### src/rtl/piso_serializer.sv
// Parallel-in/serial-out transmitter with valid/ready load and shift_en-paced serial stream.
// First bit appears the cycle after accept; a new word is taken on the last-bit cycle for gapless framing.
module piso_serializer #(
    parameter int WIDTH     = 8,
    parameter int MSB_FIRST = 1
) (
    input  logic             clk,
    input  logic             rst,
    input  logic             load_valid,
    input  logic [WIDTH-1:0] load_data,
    output logic             load_ready,
    input  logic             shift_en,
    output logic             ser_out,
    output logic             ser_valid,
    output logic             frame_start,
    output logic             frame_end,
    output logic             busy
);
    localparam int CW = $clog2(WIDTH);
    localparam logic [CW-1:0] LAST = CW'(WIDTH - 1);

    typedef enum logic {IDLE, SHIFT} state_t;

    state_t         state;
    logic [WIDTH-1:0] shreg;
    logic [CW-1:0]  bit_cnt;
    logic           last_bit;
    logic           accept;

    assign last_bit   = (bit_cnt == LAST);
    assign load_ready = !rst && ((state == IDLE) || (last_bit && shift_en));
    assign accept     = load_valid && load_ready;

    always_ff @(posedge clk) begin
        if (rst) begin
            state   <= IDLE;
            shreg   <= '0;
            bit_cnt <= '0;
        end else if (accept) begin
            state   <= SHIFT;
            shreg   <= load_data;
            bit_cnt <= '0;
        end else if (state == SHIFT && shift_en) begin
            if (last_bit) begin
                // Clearing here keeps ser_out low while idle.
                state   <= IDLE;
                shreg   <= '0;
                bit_cnt <= '0;
            end else begin
                bit_cnt <= bit_cnt + CW'(1);
                if (MSB_FIRST != 0)
                    shreg <= {shreg[WIDTH-2:0], 1'b0};
                else
                    shreg <= {1'b0, shreg[WIDTH-1:1]};
            end
        end
    end

    assign ser_out     = (MSB_FIRST != 0) ? shreg[WIDTH-1] : shreg[0];
    assign ser_valid   = (state == SHIFT);
    assign busy        = ser_valid;
    assign frame_start = ser_valid && (bit_cnt == '0);
    assign frame_end   = ser_valid && last_bit;
endmodule

### config.mk
export PLATFORM = sky130hd
export DESIGN_NAME = piso_serializer
export DESIGN_NICKNAME = d
export VERILOG_FILES = /design/src/rtl/piso_serializer.sv
export SDC_FILE = /design/constraint.sdc
export NUM_CORES = 1
export LEC_CHECK = 0
export ABC_AREA = 0
export CAP_MARGIN = 20
export CORE_MARGIN = 2
export CORE_UTILIZATION = 40
export DETAILED_ROUTE_END_ITERATION = 12
export GPL_TIMING_DRIVEN = 0
export PLACE_DENSITY = 0.82
export SETUP_SLACK_MARGIN = 0.1
export SLEW_MARGIN = 10
export SYNTH_ARGS = -nofsm -noshare
export SYNTH_HDL_FRONTEND = slang
export SYNTH_SLANG_ARGS = --single-unit
### constraint.sdc
create_clock -name clk -period 1.4 [get_ports clk]
set_input_delay 0.14 -clock clk [delete_from_list [all_inputs] [get_ports clk]]
set_output_delay 0.14 -clock clk [all_outputs]
set_load 0.005 [all_outputs]
## After elaboration in Yosys (flattened, before gate mapping)

Index checks and enable logic that the tools add are counted.

- Add/sub/neg operators: 1
- Equal/unequal tests: 1
- Muxes and demuxes: 7
- Bitwise gates (word level): 1
- Reductions and logical operators: 13

Operator list:

| cell | number |
|---|---|
| $mux 8 | 3 |
| $logic_and 1x1->1 | 6 |
| $reduce_bool 2->1 | 2 |
| $add 3x1->3 const B | 1 |
| $eq 3x3->1 const B | 1 |
| $logic_not 3->1 | 1 |
| $mux 1 | 3 |
| $mux 3 | 1 |
| $reduce_and 2->1 | 1 |
| $reduce_or 2->1 | 1 |
| $logic_not 1->1 | 1 |
| $logic_or 1x1->1 | 1 |
| $not 1->1 | 1 |

- Register bits after elaboration: 12
- Output and inout bits: 6
- Word-level logic and storage cells: 26

## Logic depth before layout (Yosys ltp)

- Depth in word-level cells: 7
- Depth in mapped cells: 6

## Worst setup path after synthesis

Ideal clock, no wire load.

- Path type: reg-to-reg
- Start point: register bit_cnt[0]
- End point: register shreg[2]
- Library setup time: 116 ps
- Arrival time: 1261 ps
- Data required time: 1284 ps
- Setup slack: 23 ps
- Stages on the path, launching flop included: 7
- Period minus slack after synthesis: 1377 ps
- Path through: dfxtp_1 > ha_1 > ha_1 > buf_4 > nand2_1 > o211ai_1 > o211a_1

- Word-level cells in the longest chain between the ends: 6
- Elaborated cells between the ends (all ways): 9
- Those cells by class: eq/ne (1); mux (3); reduce/logical (5)

Ends and longest elaborated chain:

| item | line | text |
|---|---|---|
| start: declaration | 26 | `logic [CW-1:0] bit_cnt;` |
| start signal: assignment | 50 | `bit_cnt <= bit_cnt + CW'(1);` |
| $eq 3x3->1 (*) | 30 | `assign last_bit = (bit_cnt == LAST);` |
| $logic_and 1x1->1 | 31 | `assign load_ready = !rst && ((state == IDLE) \|\| (last_bit && shift_en));` |
| $logic_or 1x1->1 | 31 |  |
| $logic_and 1x1->1 | 31 |  |
| $logic_and 1x1->1 | 32 | `assign accept = load_valid && load_ready;` |
| $mux 8 or $reduce_bool 2->1 (tied branches) | -- |  |
| end signal: assignment | 41 | `shreg <= load_data;` |
| end signal: assignment | 52 | `shreg <= {shreg[WIDTH-2:0], 1'b0};` |
| end signal: assignment | 54 | `shreg <= {1'b0, shreg[WIDTH-1:1]};` |
| end: declaration | 25 | `logic [WIDTH-1:0] shreg;` |

Mark *: on every way between the ends. The rest lies on a longest branch, timed or not. The select of a mux whose other input is x is not followed.
A chain may end at the register's enable or synchronous reset.

## Final worst setup path

- Start point: register bit_cnt[0]
- End point: output port frame_end

- Word-level cells in the longest chain between the ends: 2

Ends and longest elaborated chain:

| item | line | text |
|---|---|---|
| $eq 3x3->1 | 30 |  |
| $logic_and 1x1->1 | 63 | `assign frame_end = ser_valid && last_bit;` |
| end: declaration | 16 | `output logic frame_end,` |

No other way between the ends.

==> impl_metrics.ini <==
[setup_path]
start_kind = flip-flop
rr_endpoint = shreg[6]
required_ps = 1260
reg2reg_setup_slack_ps = 40
critPathKind = flip-flop to primary output
critPathArrivalTime_ps = 1310
critPathSlowestCell = dfxtp_2
cpMostUsedCell = ha_4
critPathBufInv = 2
cp_max_fo = 4
crit_family = flip-flops
reg2reg_depth = 7
max_stage_delay_ps = 340
path_cells = ha_4 -> ha_4 -> buf_6 -> and2_1 -> buf_2
end_kind = primary output
timing.rr.start = bit_cnt[0]

[sta]
rsz0062_at_grt = yes
maxSlewViolCount = 0
final.setup_skew_ps = 4.69
setup_tns_ps = -83.2
tightest_slew_ps = 402
finalCriticalPeriod_ps = 1450
setup_viol = 2
fin_ws_ps = -46.2
hold_viol = 0
whs_ps = 468
min_period_over_period = 1.03
fmaxAchievable_mhz = 691
maxSlewHeadroom = 0.727

[global_routing]
busiest_layer = met2
grt_use_total = 0.163
antenna_found_initial = 0
grt_pass1_wl_um = 2370
met2_usage = 0.271
met3_usage = 0.0280
use_met1 = 0.198
grt_pass1_vias = 579
overflow = 0
grt_max_degree = 11

[power_and_ir_drop]
combPwrFrac = 0.210
power.total_mw = 0.841
ir_drop_v = 0.000569
power.share.switching = 0.255
p_per_area_nw_per_um2 = 831
seqPwrFrac = 0.448
p_clk_frac = 0.342
p_sw_mw = 0.215
power_leakage_nw = 0.470
p_int_mw = 0.626

[floorplan]
core_area_sq_um = 1540
die_h_um = 45.1
floorplan.initialDensity = 0.439
die_w_um = 45.1
ios = 18
fp-row-count = 14
die_area_sq_um = 2040

[synthesis]
yosysSeqAreaShare = 0.355
ys_types = 24
syn-instance-count = 74
synth.area.top_cells = dfxtp_1, o211a_1, mux2i_1
synth_top_flop_cell = dfxtp_1
synth_common_cells = dfxtp_1, inv_1, a21oi_1, o211a_1, o211ai_1
yosysWarnings = 0
syn-mean-instance-area_sq_um = 9.15
synth_top_cell_by_area = dfxtp_1
synth_area_sq_um = 677
synth_most_common_cell = dfxtp_1
synth_edf_count = 0
synth_top_area_frac = 0.355
synth_seq_cells = 12
synthesis.nets = 89
async_reset_ff_frac = 0

[final_layout]
drive_gt1_frac = 0.317
syn_to_final_growth_pct = 49.5
n_antenna_cell = 0
stdcell_count = 117
final_util = 0.657
fin_area_sq_um = 1010
fin_nets = 117

[placed_design]
dpl.cell_count = 107
placed_area_sq_um = 872
portBuffers = 17
pre_cts_slack_ps = -289
routabilityCongestion = 0.738
dp_hpwl_um = 977

[clock_network]
cts_sinks = 12
cts_tree = built
cts_made_buffers = 3
clockBufferDepth = 2
root_buffer = clkbuf_4
clkSlewWorstSetupHoldPaths_ps = 80
cts-htree-levels = 1
worstSkewPairLatency_ps = 290
cts_hold_buffers = 0

[drt]
antenna_left = 0
firstDrtPassIters = 4
vias_per_cell = 5.28
wirelength_um = 1490
drt-wirelength-per-cell_um = 12.7
routed-via-count = 618
drtIter0Drc = 9
drcViolationCount = 0

[outcome]
violations = negative setup slack
outcome = finished with violations

[min_path]
holdCritPathClass = input pin to flip-flop
whs_path_depth = 2
hold_path_end = shreg[2]
worstHoldStart = load_data[2]

[run]
drv_cap = 0
[final cells by class]
type / instances / area (sq um)
Sequential cell: 12 / 246
Fill cell: 134 / 529
Clock buffer: 4 / 36.3
Inverter: 9 / 33.8
Tap cell: 16 / 20.0
Timing Repair Buffer: 23 / 215
Buffer: 4 / 35.0
Multi-Input combinational cell: 49 / 425
[placed cells by master, fill, tap and decap left out, drive strengths merged]
cell and instances:
a21boi 1, a21oi 7, and2 2, and2b 1, and3b 1, buf 13, clkbuf 4, clkdlybuf4s50 11
dfxtp 12, dlygate4sd2 2, dlymetal6s2s 1, ha 3, inv 9, mux2i 5, nand2 2, nand2b 2
nand3 1, nand4 1, nor2 5, nor2b 1, nor3 3, o211a 7, o211ai 6, o221a 1
[logic make-up after synthesis]
| kind of cell | after synthesis | share of synthesized area |
|---|---|---|
| AOI/OAI and AO/OA | 22 | 0.266 |
| and+or+nand+nor | 19 | 0.153 |
| buffers and inverters | 13 | 0.0961 |
| DFF | 12 | 0.355 |
| muxes | 5 | 0.0739 |
| adders and majority gates | 3 | 0.0555 |
[layer usage]
metal / vias up / share of wire
li1: 316 / -
met1: 280 / 0.43
met5: - / 0
met3: 5 / 0.059
met4: 0 / 0.021
met2: 17 / 0.48
[how the worst max path moves through the flow]
stage,start,endpoint,slack (ps),cells after the start
floorplan,bit_cnt[0],shreg[1],100,5
global placement,bit_cnt[0],frame_end,-290,5
detailed placement,bit_cnt[0],frame_end,-290,5
CTS,bit_cnt[0],frame_end,-30,5
global route,bit_cnt[0],load_ready,-70,5
finish,bit_cnt[0],frame_end,-50,5
[sequential cells by signal, summed over array words and instances, names as in the netlist]
register and cells:
busy 1, bit_cnt 3, shreg 8
[power by group through the flow]
stage | Sequential (mW) | Combinational, mW | Clock (mW)
6_report | 0.376 | 0.177 | 0.288
2_1_floorplan | 0.383 | 0.0881 | 0
3_3_place_gp | 0.384 | 0.158 | 0
5_1_grt | 0.380 | 0.194 | 0.297
3_5_place_dp | 0.386 | 0.162 | 0
4_1_cts | 0.377 | 0.173 | 0.283
[repair_timing]
action,CTS,global route
pin swaps,3,2
setup endpoints to repair,14,13
resized for setup,28,7
buffers inserted,6,0
Power figures use the tool's default switching activity.
